## config.mk

```make
export PLATFORM = sky130hd
export DESIGN_NAME = uart_rx
export DESIGN_NICKNAME = d
export VERILOG_FILES = /design/src/rtl/uart_rx.sv
export SDC_FILE = /design/constraint.sdc
export NUM_CORES = 1
export LEC_CHECK = 0
export ABC_CLOCK_PERIOD_IN_PS = 2200
export CAP_MARGIN = 20
export CELL_PAD_IN_SITES_DETAIL_PLACEMENT = 1
export CELL_PAD_IN_SITES_GLOBAL_PLACEMENT = 1
export CORE_MARGIN = 5
export CORE_UTILIZATION = 41
export CTS_CLUSTER_SIZE = 28
export DETAILED_ROUTE_END_ITERATION = 6
export PLACE_DENSITY_LB_ADDON = 0.2
export SETUP_SLACK_MARGIN = 0.3
export SLEW_MARGIN = 20
export SYNTH_ARGS = -nofsm -noshare
export SYNTH_HDL_FRONTEND = slang
export SYNTH_SLANG_ARGS = --single-unit
```

## constraint.sdc

```tcl
create_clock -name CLK -period 2.2 [get_ports CLK]
set_clock_uncertainty 0.2 [all_clocks]
set_input_delay 0.44 -clock CLK [delete_from_list [all_inputs] [get_ports CLK]]
set_output_delay 0.44 -clock CLK [all_outputs]
set_load 0.03 [all_outputs]
```

## src/rtl/uart_rx.sv

```systemverilog
// uart_rx: 8N1 UART receiver with a 2-flop input synchronizer and mid-bit sampling.
// Define UART_RX_PARITY_EN to expect one even-parity bit between D7 and the stop bit.
module uart_rx #(
  parameter int BIT_RATE = 9600,
  parameter int CLK_HZ   = 12_000_000
) (
  input  logic       CLK,
  input  logic       RST_N,
  input  logic       RX,
  output logic [7:0] DATA,
  output logic       VALID,
  output logic       ERR,
  output logic       BUSY
);

  localparam int DIV   = CLK_HZ / BIT_RATE;
  localparam int HALF  = DIV / 2;
  localparam int CNT_W = $clog2(DIV);
`ifdef UART_RX_PARITY_EN
  localparam int LAST_BIT = 8;
`else
  localparam int LAST_BIT = 7;
`endif

  typedef enum logic [2:0] {
    S_IDLE,
    S_START,
    S_DATA,
    S_STOP,
    S_WAIT_HIGH
  } state_e;

  state_e state_q, state_d;

  logic             rxMeta_q, rxSync_q, rxPrev_q;
  logic [CNT_W-1:0] cnt_q, cnt_d;
  logic [3:0]       bit_q, bit_d;
  logic [7:0]       shift_q, shift_d;
  logic [7:0]       data_q, data_d;
  logic             valid_q, valid_d;
  logic             err_q, err_d;
`ifdef UART_RX_PARITY_EN
  logic             parity_q, parity_d;
`endif

  logic fallingEdge;
  logic halfTick;
  logic bitTick;

  assign fallingEdge = rxPrev_q & ~rxSync_q;
  assign halfTick    = (cnt_q == CNT_W'(HALF - 1));
  assign bitTick     = (cnt_q == CNT_W'(DIV - 1));

  // Synchronizer flops reset high so an idle line never looks like a start edge.
  always_ff @(posedge CLK or negedge RST_N) begin
    if (!RST_N) begin
      rxMeta_q <= 1'b1;
      rxSync_q <= 1'b1;
      rxPrev_q <= 1'b1;
      state_q  <= S_IDLE;
      cnt_q    <= '0;
      bit_q    <= '0;
      shift_q  <= '0;
      data_q   <= '0;
      valid_q  <= 1'b0;
      err_q    <= 1'b0;
`ifdef UART_RX_PARITY_EN
      parity_q <= 1'b0;
`endif
    end else begin
      rxMeta_q <= RX;
      rxSync_q <= rxMeta_q;
      rxPrev_q <= rxSync_q;
      state_q  <= state_d;
      cnt_q    <= cnt_d;
      bit_q    <= bit_d;
      shift_q  <= shift_d;
      data_q   <= data_d;
      valid_q  <= valid_d;
      err_q    <= err_d;
`ifdef UART_RX_PARITY_EN
      parity_q <= parity_d;
`endif
    end
  end

  always_comb begin
    state_d = state_q;
    case (state_q)
      S_IDLE:      if (fallingEdge) state_d = S_START;
      S_START:     if (halfTick) state_d = rxSync_q ? S_IDLE : S_DATA;
      S_DATA:      if (bitTick && bit_q == 4'(LAST_BIT)) state_d = S_STOP;
      S_STOP:      if (bitTick) state_d = rxSync_q ? S_IDLE : S_WAIT_HIGH;
      S_WAIT_HIGH: if (rxSync_q) state_d = S_IDLE;
      default:     state_d = S_IDLE;
    endcase
  end

  // Leaving STOP at the stop-bit midpoint leaves half a bit to catch the next start edge.
  always_comb begin
    cnt_d   = cnt_q + CNT_W'(1);
    bit_d   = bit_q;
    shift_d = shift_q;
    data_d  = data_q;
    valid_d = 1'b0;
    err_d   = 1'b0;
`ifdef UART_RX_PARITY_EN
    parity_d = parity_q;
`endif
    case (state_q)
      S_IDLE: begin
        cnt_d = '0;
        bit_d = '0;
      end
      S_START: begin
        if (halfTick) cnt_d = '0;
      end
      S_DATA: begin
        if (bitTick) begin
          cnt_d = '0;
          bit_d = bit_q + 4'd1;
`ifdef UART_RX_PARITY_EN
          if (bit_q == 4'd8) parity_d = rxSync_q;
          else               shift_d  = {rxSync_q, shift_q[7:1]};
`else
          shift_d = {rxSync_q, shift_q[7:1]};
`endif
        end
      end
      S_STOP: begin
        if (bitTick) begin
          cnt_d = '0;
          if (!rxSync_q) begin
            err_d = 1'b1;
`ifdef UART_RX_PARITY_EN
          end else if (^{shift_q, parity_q}) begin
            err_d = 1'b1;
`endif
          end else begin
            data_d  = shift_q;
            valid_d = 1'b1;
          end
        end
      end
      S_WAIT_HIGH: cnt_d = '0;
      default:     cnt_d = '0;
    endcase
  end

  assign DATA  = data_q;
  assign VALID = valid_q;
  assign ERR   = err_q;
  assign BUSY  = (state_q != S_IDLE) || fallingEdge;

endmodule

```

==> results of run 1 <==
-- synthesized netlist by cell type, types with 2 or more instances --
master / n
sky130_fd_sc_hd__ha_1: 4
sky130_fd_sc_hd__nor3_1: 6
sky130_fd_sc_hd__dfrtp_1: 36
sky130_fd_sc_hd__mux2_2: 16
sky130_fd_sc_hd__nand4b_1: 2
sky130_fd_sc_hd__o21ai_0: 5
sky130_fd_sc_hd__nor2_1: 16
sky130_fd_sc_hd__or3_1: 2
sky130_fd_sc_hd__inv_1: 5
sky130_fd_sc_hd__nand3b_1: 2
sky130_fd_sc_hd__clkbuf_1: 3
sky130_fd_sc_hd__a21oi_1: 3
sky130_fd_sc_hd__a32oi_1: 2
sky130_fd_sc_hd__xor2_1: 5
sky130_fd_sc_hd__or3_4: 2
sky130_fd_sc_hd__xnor2_1: 5
sky130_fd_sc_hd__nand4_1: 5
sky130_fd_sc_hd__nor2b_1: 2
sky130_fd_sc_hd__nand2_1: 7
sky130_fd_sc_hd__dfstp_2: 3
sky130_fd_sc_hd__nand3_1: 4
-- cell families after synthesis --
logic type,count (synthesis),synth area share
XOR/XNOR,10,0.0502
AO/OA/AOI/OAI,13,0.0487
multiplexers,16,0.103
flip-flops,39,0.561
AND/OR/NAND/NOR,56,0.184
adder cells (fa/ha/maj),4,0.0287
buffers and inverters,10,0.0244
-- layout make-up --
class                   instances  area (µm²)  area share
clock buffers                   5        68.8      0.0278
well taps                      50        62.6      0.0253
flip-flops and latches         39         980       0.396
clock inverters                 3        43.8      0.0177
multi-input cells              99         875       0.354
repair buffers                 44         424       0.172
inverters                       5        18.8     0.00759
-- cell usage in the layout (no fill, tap or decap), drive strengths merged, types with 2 or more instances in the layout --
master and instances:
ha 4, inv 5, nor2 16, nand4b 2, nand3b 2, dfrtp 36
nor3 7, nand3 4, clkinv 2, xor2 5, nor2b 2, or3 4
clkbuf 5, nand2 7, buf 33, dlygate4sd2 10, nand4 5, a21oi 3
mux2 16, o21ai 5, dfstp 3, a32oi 2, xnor2 5
-- sequential cells by signal (all words and copies together), names as in the netlist --
name	count
DATA	8
ERR	1
VALID	1
bit_q	4
cnt_q	11
rxMeta_q	1
rxPrev_q	1
rxSync_q	1
shift_q	8
state_q	3
-- critical path, delay by kind of cell, from the launching register on --
family / cells / cell delay (ns)
buffers and inverters: 2 / 0.26
AND/OR/NAND/NOR: 3 / 1.07
flip-flops: 1 / 0.39
multiplexers: 1 / 0.29
-- per-stage QoR --
step                      setup WS (ns)  instances
after floorplan                 -0.0423        148
after global placement         -0.00770        224
after detailed placement        -0.0338        224
after CTS                       -0.0865        241
after global routing             -0.184        245
final                            -0.124        245
-- routing by layer --
layer	share of wire	routed length (µm)	vias to the layer above	global-route usage
met5	0	0	-	0
met4	0.027	137	0	0.0796
met3	0.031	154	14	0.0507
met2	0.54	2690	26	0.361
met1	0.40	2020	691	0.237
li1	-	-	609	-
-- power by group through the flow --
stage	clock [mW]	sequential (mW)	combinational, mW
floorplan	0	0.872	0.159
global placement	0	0.840	0.327
detailed placement	0	0.846	0.354
CTS	0.622	0.835	0.405
global route	0.660	0.851	0.483
finish	0.609	0.839	0.436
-- worst paths after layout --
check                              startpoint                      to  depth (start not counted)
max in group asynchronous               RST_N      rxPrev_q$_DFF_PN1_                          2
max reg2reg                cnt_q[2]$_DFF_PN0_     DATA[1]$_DFFE_PN0P_                          6
min                                     RST_N  state_q[2]$_DFFE_PN0P_                          2
min reg2reg                rxMeta_q$_DFF_PN1_      rxSync_q$_DFF_PN1_                          0
max                        cnt_q[2]$_DFF_PN0_     DATA[1]$_DFFE_PN0P_                          6
min in group CLK           rxMeta_q$_DFF_PN1_      rxSync_q$_DFF_PN1_                          0
-- timing repair --
item                                    in CTS  in global routing
resized for setup                           56                 10
hold buffers                                 0                  0
gates cloned                                 2                  0
setup buffers                                7                  4
pin swaps                                    6                  9
endpoints found under the setup margin      45                 37
==> implementation parameters, run 1 <==
Parameter                              Value

Outcome
  Outcome ... finished, violations left
  Failing checks ... negative hold slack, negative setup slack

Setup path
  Critical path type ... flop to flop
  Dominant cell type by count on the critical path ... sky130_fd_sc_hd__or3_4
  Crit path capture type ... flop
  Signal arrival time at the worst endpoint ... 2.31 ns
  List of cells traversed by the critical path ... or3_4 > or3_4 > nor3_4 > buf_6 > buf_16 > mux2_4
  Critical-path top delay cell ... sky130_fd_sc_hd__or3_4
  Kind of launch point of the worst setup path ... flop
  Worst endpoint required time ... 2.19 ns
  Setup slack on the worst flop-to-flop path ... -0.12 ns
  Maximum single-stage delay on the critical path ... around 0.42 ns
  Top fanout value on the critical path ... 4

Pwr
  Share of power burned in registers ... 0.445
  Power density cells ... 762 nW/µm²
  Net switching share of the total power ... 0.293
  Switching pwr ... 0.552 mW
  Total power draw ... approximately 1.9 mW
  Part of the total power dissipated in the clock network ... 0.323
  Worst vdd rail ir drop ... 0.000758 V
  Internal power of the cells ... 1.33 mW
  Lkg Pwr ... ~1.2 nW
  Relative contribution of combinational cells to total power ... 0.231

Floorplan
  Area of the core ... 4060 µm²
  Horizontal extent of the die ... 75.2 µm
  Standard-cell rows ... 23
  Die extent in y ... 75.2 µm
  Num ports ... 14
  Full die area ... 5660 µm²
  Starting utilization of the core area ... 0.430

STA
  Transition time at the pin with the least slew margin ... just over 0.5 ns
  Worst rel slew slack ... 0.660
  Final min period ... approximately 2.3 ns
  RSZ-0062 raised after global routing ... true
  Number of slew-limit violations in the final report ... 0
  Peak clock frequency supported by timing ... approximately 430 MHz
  Hold Violations, Final ... 8
  Setup ws final ... -0.124 ns
  Post-route worst hold slack ... -0.0162 ns
  Setup TNS after final layout ... -0.970 ns
  Total setup violations reported at the end of the flow ... 12
  Final Cycle Share ... 1.06

GRT
  Number of global-route vias before repair ... 1548
  Wire length of the first global-routing pass ... slightly above 8 mm
  Grt total ovfl ... 0
  Antenna violations before repair ... 0
  Global-route usage over all layers ... 0.204
  Largest net degree at the start of global routing ... 40

Final layout
  Utilization after layout ... 0.609
  Final layout net count ... 201
  Final Instance Area ... 2470 µm²
  Area added between synthesis and finish ... 41.6%
  Fraction of final layout cells with drive strength greater than 1 ... 0.400
  Diode count ... 0
  # fillers ... 413

Synthesis
  Sequential element share of the synthesized area ... 0.561
  Largest cells by area after synthesis ... sky130_fd_sc_hd__dfrtp_1, sky130_fd_sc_hd__mux2_2, sky130_fd_sc_hd__dfstp_2
  Area share of the leading cell type in the synthesized netlist ... 0.516
  Nets in the synthesized netlist ... 155
  Yosys reg bits ... 39
  Distinct cell type count after synthesis ... 34
  Largest area contributor in the netlist ... sky130_fd_sc_hd__dfrtp_1
  Async set-reset flop share out of synthesis ... 1.00
  Synthesized area divided by synthesized cell count ... around 12 µm²
  Synthesized instance count ... about 150
  Count of yosys warnings during synthesis ... 0
  Number of flops mapped to enable cells by yosys ... 0
  Synthesized cell area ... 1750 µm²
  Most instantiated flip-flop cell in the synthesis netlist ... sky130_fd_sc_hd__dfrtp_1

Clock tree
  CTS max path bufs ... 2
  Maximum level of the CTS H-tree ... 2
  Clock Tree Root ... sky130_fd_sc_hd__clkbuf_8
  Clock-pin slew reported for the worst setup and hold paths after clock tree synthesis ... about 0.08 ns
  Clock tree from TritonCTS ... done
  Latest clock arrival within the worst-skew pair ... 0.30 ns
  Cts bufs inserted ... 5
  Clock Sinks ... 39

Detailed routing
  Number of vias in the routed layout ... 1340
  DR WL/cell ... ~20 µm
  Count of TritonRoute iterations in the first routing pass ... 4
  Total routed wirelength ... around 5 mm
  Initial drt markers ... 67
  Final routed DRC violation total ... 0
  Via/cell ratio ... 5.47
  Residual antenna-violating net count after detailed routing ... 0

Placed design
  Placed Area ... 2060 µm²
  RD Place Congestion ... 0.764
  Port Buffer Count ... 13
  DP HPWL ... about 2.8 mm

Run
  Total of max-cap violations ... 0

Min path
  Type of the worst min-delay path ... input port to async pin
(Power assumes the default switching activity.)
==> run 2, diff against run 1 <==
--- a/config.mk
+++ b/config.mk
@@ -5,12 +5,12 @@
 export SDC_FILE = /design/constraint.sdc
 export NUM_CORES = 1
 export LEC_CHECK = 0
-export ABC_CLOCK_PERIOD_IN_PS = 2200
+export ABC_CLOCK_PERIOD_IN_PS = 2600
 export CAP_MARGIN = 20
 export CELL_PAD_IN_SITES_DETAIL_PLACEMENT = 1
 export CELL_PAD_IN_SITES_GLOBAL_PLACEMENT = 1
 export CORE_MARGIN = 5
-export CORE_UTILIZATION = 41
+export CORE_UTILIZATION = 46
 export CTS_CLUSTER_SIZE = 28
 export DETAILED_ROUTE_END_ITERATION = 6
 export PLACE_DENSITY_LB_ADDON = 0.2
@@ -19,3 +19,4 @@
 export SYNTH_ARGS = -nofsm -noshare
 export SYNTH_HDL_FRONTEND = slang
 export SYNTH_SLANG_ARGS = --single-unit
+export TNS_END_PERCENT = 20
==> constraint.sdc (replaced) <==
create_clock -name CLK -period 2.6 [get_ports CLK]
set_clock_uncertainty 0.2 [all_clocks]
set_input_delay 0.52 -clock CLK [delete_from_list [all_inputs] [get_ports CLK]]
set_output_delay 0.52 -clock CLK [all_outputs]
set_load 0.03 [all_outputs]
==> run 2 against run 1 <==
The flow now finishes without violations. Sequential power is 10% lower. Critical path depth fell by 1. First-iteration DRC count fell by 31%. Power is 28% lower. Register-to-register slack gained 0.45 ns. Via count decreased by 11%. Global-route usage shrank 3.7 points. Critical path type unchanged. Critical endpoint is now DATA[2]$_DFFE_PN0P_.
==> implementation parameters, run 2 (synthesis results as in run 1) <==
Parameter                              Value

Setup path
  Signal arrival time at the worst endpoint ... 2.26 ns
  Critical R2R Capture ... DATA[2]$_DFFE_PN0P_
  Kind of launch point of the worst setup path ... flop
  Top fanout value on the critical path ... 6
  Setup slack on the worst flop-to-flop path ... 0.32 ns
  Crit path capture type ... flop
  Reg-to-Reg Start ... cnt_q[2]$_DFF_PN0_
  Worst endpoint required time ... 2.59 ns
  Logic depth of the worst register-to-register path ... 5
  Critical path launch point ... cnt_q[2]$_DFF_PN0_
  Critical Path Sink ... DATA[2]$_DFFE_PN0P_
  Critical path type ... flop to flop

STA
  Worst rel slew slack ... 0.433
  Hold Violations, Final ... 0
  RSZ-0062 raised after global routing ... true
  Transition time at the pin with the least slew margin ... 0.851 ns
  Final min period ... 2.28 ns
  Final Cycle Share ... 0.875
  Peak clock frequency supported by timing ... between 400 and 500 MHz
  Total setup violations reported at the end of the flow ... 0
  Setup TNS after final layout ... 0 ns
  Number of slew-limit violations in the final report ... 0

Final layout
  Final layout net count ... approximately 180
  Utilization after layout ... 0.565
  Diode count ... 0
  Area added between synthesis and finish ... 18.6%
  Fraction of final layout cells with drive strength greater than 1 ... 0.262
  Register ranked first by flip-flop count ... cnt_q
  Final Instance Area ... 2070 µm²
  Max reg flops ... 11
  Commonest cells after routing, fill and taps aside ... sky130_fd_sc_hd__dfrtp_1, sky130_fd_sc_hd__nor2_1, sky130_fd_sc_hd__mux2_2, sky130_fd_sc_hd__clkdlybuf4s50_1, sky130_fd_sc_hd__buf_4
  Most common library cell in the layout ignoring fill and taps ... sky130_fd_sc_hd__dfrtp_1

GRT
  Antenna violations before repair ... 0
  Number of global-route vias before repair ... roughly 1300
  Wire length of the first global-routing pass ... 6.47 mm
  Global-route usage over all layers ... 0.167
  Grt total ovfl ... 0
  Largest net degree at the start of global routing ... 40

Detailed routing
  Number of vias in the routed layout ... about 1200
  Count of TritonRoute iterations in the first routing pass ... 4
  Initial drt markers ... 46
  Final routed DRC violation total ... 0
  DR WL/cell ... 17.0 µm
  Residual antenna-violating net count after detailed routing ... 0
  Via/cell ratio ... 5.43
  Total routed wirelength ... 3.73 mm

Pwr
  Power density cells ... 655 nW/µm²
  Lkg Pwr ... 0.937 nW
  Worst vdd rail ir drop ... 0.000459 V

Floorplan
  Full die area ... just over 5000 µm²
  Starting utilization of the core area ... 0.477
  Standard-cell rows ... 22
  Die extent in y ... 71.6 µm
  Num ports ... 14
  Area of the core ... 3660 µm²
  Horizontal extent of the die ... 71.6 µm

Outcome
  Outcome ... completed

Clock tree
  Clock Tree Root ... sky130_fd_sc_hd__clkbuf_8
  Clock tree from TritonCTS ... done
  Clock-pin slew reported for the worst setup and hold paths after clock tree synthesis ... 0.08 ns
  Maximum level of the CTS H-tree ... 2
  Latest clock arrival within the worst-skew pair ... 0.30 ns
  CTS max path bufs ... 2
  Cts bufs inserted ... 5
  Clock Sinks ... 39
  Number of buffers added to fix hold violations after cts ... 0

Placed design
  RD Place Congestion ... 0.802
  Placed Area ... between 1500 and 2000 µm²
  Port Buffer Count ... 13
  DP HPWL ... 2.68 mm

Run
  Total of max-cap violations ... 0

Min path
  Type of the worst min-delay path ... input port to async pin
==> run 2: worst max-delay path: stages (launching register included) <==
cell	delay [ns]
sky130_fd_sc_hd__dfrtp_2	0.44
sky130_fd_sc_hd__or3_4	0.40
sky130_fd_sc_hd__or3_4	0.41
sky130_fd_sc_hd__nor3_4	0.20
sky130_fd_sc_hd__buf_4	0.17
sky130_fd_sc_hd__mux2_2	0.34
==> run 2: layout make-up <==
| type | count | area [µm²] |
|---|---|---|
| Tap cell | 48 | 60.1 |
| Multi-Input combinational cell | 99 | 732 |
| Inverter | 5 | 18.8 |
| Sequential cell | 39 | 982 |
| Clock inverter | 3 | 23.8 |
| Fill cell | 390 | 1590 |
| Clock buffer | 5 | 68.8 |
| Timing Repair Buffer | 21 | 184 |
==> run 2: metal layers <==
metal	vias to the layer above	part of all wire	global-route usage
met5	-	0	0
met4	0	0.019	0.0814
met3	5	0.026	0.0309
met2	13	0.55	0.298
met1	609	0.40	0.191
li1	568	-	-
==> run 2: power breakdown <==
part           leakage [nW]  internal (mW)  switching (mW)
clock network        0.0408          0.191           0.221
registers             0.514          0.666          0.0874
logic                 0.382         0.0913          0.0991
total                 0.937          0.949           0.407
==> run 2: stage by stage <==
stage / power, mW / worst slack [ns] / cells / hold WS, ns
6_report: 1.36 / 0.325 / 220 / 0.134
5_1_grt: 1.43 / 0.259 / 220 / 0.173
4_1_cts: 1.36 / 0.250 / 219 / 0.155
3_5_place_dp: 0.940 / 0.179 / 209 / 0.154
3_3_place_gp: 0.912 / 0.242 / 209 / 0.148
2_1_floorplan: 0.867 / 0.357 / 148 / 0.0244
==> run 2: how the worst min path moves through the flow <==
| stage | cells after the start | slack (ns) | startpoint | end |
|---|---|---|---|---|
| 6_report | 1 | 0.13 | RST_N | cnt_q[5]$_DFF_PN0_ |
| 2_1_floorplan | 0 | 0.02 | RST_N | DATA[0]$_DFFE_PN0P_ |
| 3_5_place_dp | 0 | 0.15 | rxMeta_q$_DFF_PN1_ | rxSync_q$_DFF_PN1_ |
| 5_1_grt | 0 | 0.17 | rxMeta_q$_DFF_PN1_ | rxSync_q$_DFF_PN1_ |
| 3_3_place_gp | 0 | 0.15 | rxMeta_q$_DFF_PN1_ | rxSync_q$_DFF_PN1_ |
| 4_1_cts | 1 | 0.15 | RST_N | shift_q[1]$_DFFE_PN0P_ |
==> run 2: what timing repair did <==
action / CTS / global route
pin swaps: 1 / 1
gates resized for setup: 1 / 4
setup buffers: 2 / 1
endpoints found under the setup margin: 18 / 19
==> run 3, diff against run 2 <==
--- a/config.mk
+++ b/config.mk
@@ -14,7 +14,9 @@
 export CTS_CLUSTER_SIZE = 28
 export DETAILED_ROUTE_END_ITERATION = 6
 export PLACE_DENSITY_LB_ADDON = 0.2
+export REMOVE_ABC_BUFFERS = 1
 export SETUP_SLACK_MARGIN = 0.3
+export SKIP_LAST_GASP = 1
 export SLEW_MARGIN = 20
 export SYNTH_ARGS = -nofsm -noshare
 export SYNTH_HDL_FRONTEND = slang
==> run 3 against run 2 <==
Routed wire length decreased by 0.78%. Global-route usage decreased by 0.51 points. Non-clock buffer count increased by 6. Via count increased by 2.3%. Hold slack got worse by 0.012 ns. Power decreased by 0.67%. Worst setup slack improved by 0.0088 ns. Clock power decreased by 2%. Register-to-register slack about the same. Sequential power decreased by 2%. Core utilization increased by 1.5 points. Clock-buffer cell count unchanged. Critical endpoint is now bit_q[2]$_DFFE_PN0P_. Largest cell class unchanged. Highest routed layer unchanged.
==> implementation parameters, run 3 (synthesis results as in run 1) <==
Parameter                              Value

Outcome
  Outcome ... completed

Floorplan
  Num ports ... 14
  Standard-cell rows ... 22
  Horizontal extent of the die ... 71.6 µm
  Area of the core ... 3660 µm²
  Die extent in y ... 71.6 µm
  Starting utilization of the core area ... 0.477
  Full die area ... just over 5000 µm²

Clock tree
  Clock Tree Root ... sky130_fd_sc_hd__clkbuf_8
  Number of buffers added to fix hold violations after cts ... 0
  Clock Sinks ... 39
  Clock tree from TritonCTS ... done
  Latest clock arrival within the worst-skew pair ... 0.30 ns
  CTS max path bufs ... 2
  Cts bufs inserted ... 5
  Clock-pin slew reported for the worst setup and hold paths after clock tree synthesis ... about 0.08 ns
  Maximum level of the CTS H-tree ... 2

Run
  Total of max-cap violations ... 0

Final layout
  Area added between synthesis and finish ... 21.8%
  # fillers ... 389
  Most common library cell in the layout ignoring fill and taps ... sky130_fd_sc_hd__dfrtp_1
  Max reg flops ... 11
  Fraction of final layout cells with drive strength greater than 1 ... 0.287
  Commonest cells after routing, fill and taps aside ... sky130_fd_sc_hd__dfrtp_1, sky130_fd_sc_hd__nor2_1, sky130_fd_sc_hd__mux2_2, sky130_fd_sc_hd__buf_4, sky130_fd_sc_hd__clkdlybuf4s50_1
  Utilization after layout ... 0.581
  Diode count ... 0
  Register ranked first by flip-flop count ... cnt_q
  Final layout net count ... ~180

Detailed routing
  Initial drt markers ... 34
  Total routed wirelength ... between 3 and 4 mm
  Residual antenna-violating net count after detailed routing ... 0
  DR WL/cell ... 16.4 µm
  Number of vias in the routed layout ... 1222
  Count of TritonRoute iterations in the first routing pass ... 4
  Final routed DRC violation total ... 0
  Via/cell ratio ... 5.41

STA
  RSZ-0062 raised after global routing ... true
  Peak clock frequency supported by timing ... ~440 MHz
  Hold Violations, Final ... 0
  Number of slew-limit violations in the final report ... 0
  Transition time at the pin with the least slew margin ... 0.848 ns
  Worst rel slew slack ... 0.435
  Total setup violations reported at the end of the flow ... 0
  Setup TNS after final layout ... 0 ns
  Final Cycle Share ... 0.872
  Setup ws final ... about 0.33 ns
  Final min period ... 2.27 ns

Setup path
  Setup slack on the worst flop-to-flop path ... between 0.3 and 0.4 ns
  Top fanout value on the critical path ... 7
  Crit path capture type ... flop
  Signal arrival time at the worst endpoint ... 2.28 ns
  Kind of launch point of the worst setup path ... flop
  Worst endpoint required time ... 2.61 ns
  Critical path type ... flop to flop

Placed design
  RD Place Congestion ... 0.820
  Port Buffer Count ... 13
  Minimum setup slack after placement ... 0.159 ns
  DP HPWL ... 2.69 mm

Pwr
  Worst vdd rail ir drop ... 0.000405 V
  Power density cells ... 634 nW/µm²
  Lkg Pwr ... 0.965 nW

GRT
  Wire length of the first global-routing pass ... 6.29 mm
  Number of global-route vias before repair ... 1280
  Global-route usage over all layers ... 0.162
  Grt total ovfl ... 0
  Antenna violations before repair ... 0
  Largest net degree at the start of global routing ... 40

Min path
  Type of the worst min-delay path ... input port to async pin
-- run 3: routing by layer --
layer	global-route usage	vias up	part of all wire	wire, µm
met4	0.0772	0	0.036	132
met5	0	-	0	0
li1	-	575	-	-
met2	0.287	18	0.56	2060
met3	0.0449	12	0.035	128
met1	0.178	617	0.37	1390
-- run 3: critical path, cell delays in order, from the launching register on --
cell and delay (ns):
sky130_fd_sc_hd__dfrtp_1 0.38, sky130_fd_sc_hd__or3b_2 0.48, sky130_fd_sc_hd__or4_4 0.57, sky130_fd_sc_hd__or3_1 0.35
sky130_fd_sc_hd__a21oi_1 0.20
-- run 3: worst paths after layout --
| kind | endpoint | depth (start not counted) | startpoint |
|---|---|---|---|
| max | bit_q[2]$_DFFE_PN0P_ | 4 | state_q[2]$_DFFE_PN0P_ |
| min | bit_q[2]$_DFFE_PN0P_ | 1 | RST_N |
| max reg2reg | bit_q[2]$_DFFE_PN0P_ | 4 | state_q[2]$_DFFE_PN0P_ |
| min reg2reg | rxSync_q$_DFF_PN1_ | 0 | rxMeta_q$_DFF_PN1_ |
| max in group asynchronous | cnt_q[2]$_DFF_PN0_ | 1 | RST_N |
| min in group CLK | rxSync_q$_DFF_PN1_ | 0 | rxMeta_q$_DFF_PN1_ |
-- run 3: final cells by class --
| class | instances | area (µm²) | share of cell area |
|---|---|---|---|
| Tap cell | 48 | 60.1 | 0.0283 |
| Inverter | 5 | 18.8 | 0.00883 |
| Multi-Input combinational cell | 99 | 736 | 0.346 |
| Clock buffer | 5 | 68.8 | 0.0324 |
| Timing Repair Buffer | 27 | 241 | 0.114 |
| Sequential cell | 39 | 981 | 0.461 |
| Clock inverter | 3 | 20.0 | 0.00942 |
-- run 3: through the flow --
step                      power, mW  cell area [µm²]  hold WS [ns]  std cells
after floorplan               0.867             1720        0.0244        143
after global placement        0.918             1960         0.147        211
after global routing           1.44             2130         0.169        226
final                          1.35             2130         0.122        226
after CTS                      1.35             2080         0.155        221
after detailed placement      0.931             1960         0.153        211
-- run 3: what timing repair did --
item / CTS / global route
pin swaps: 1 / 3
hold endpoints to repair: 0 / 0
setup buffers: 2 / 5
resized for setup: 3 / 2
setup endpoints to repair: 19 / 11
-- run 3: power by group --
group          switching (mW)  internal, mW  leakage (nW)
Combinational           0.104        0.0993         0.410
Clock                   0.218         0.186        0.0402
Sequential             0.0746         0.666         0.515
Total                   0.396         0.951         0.965
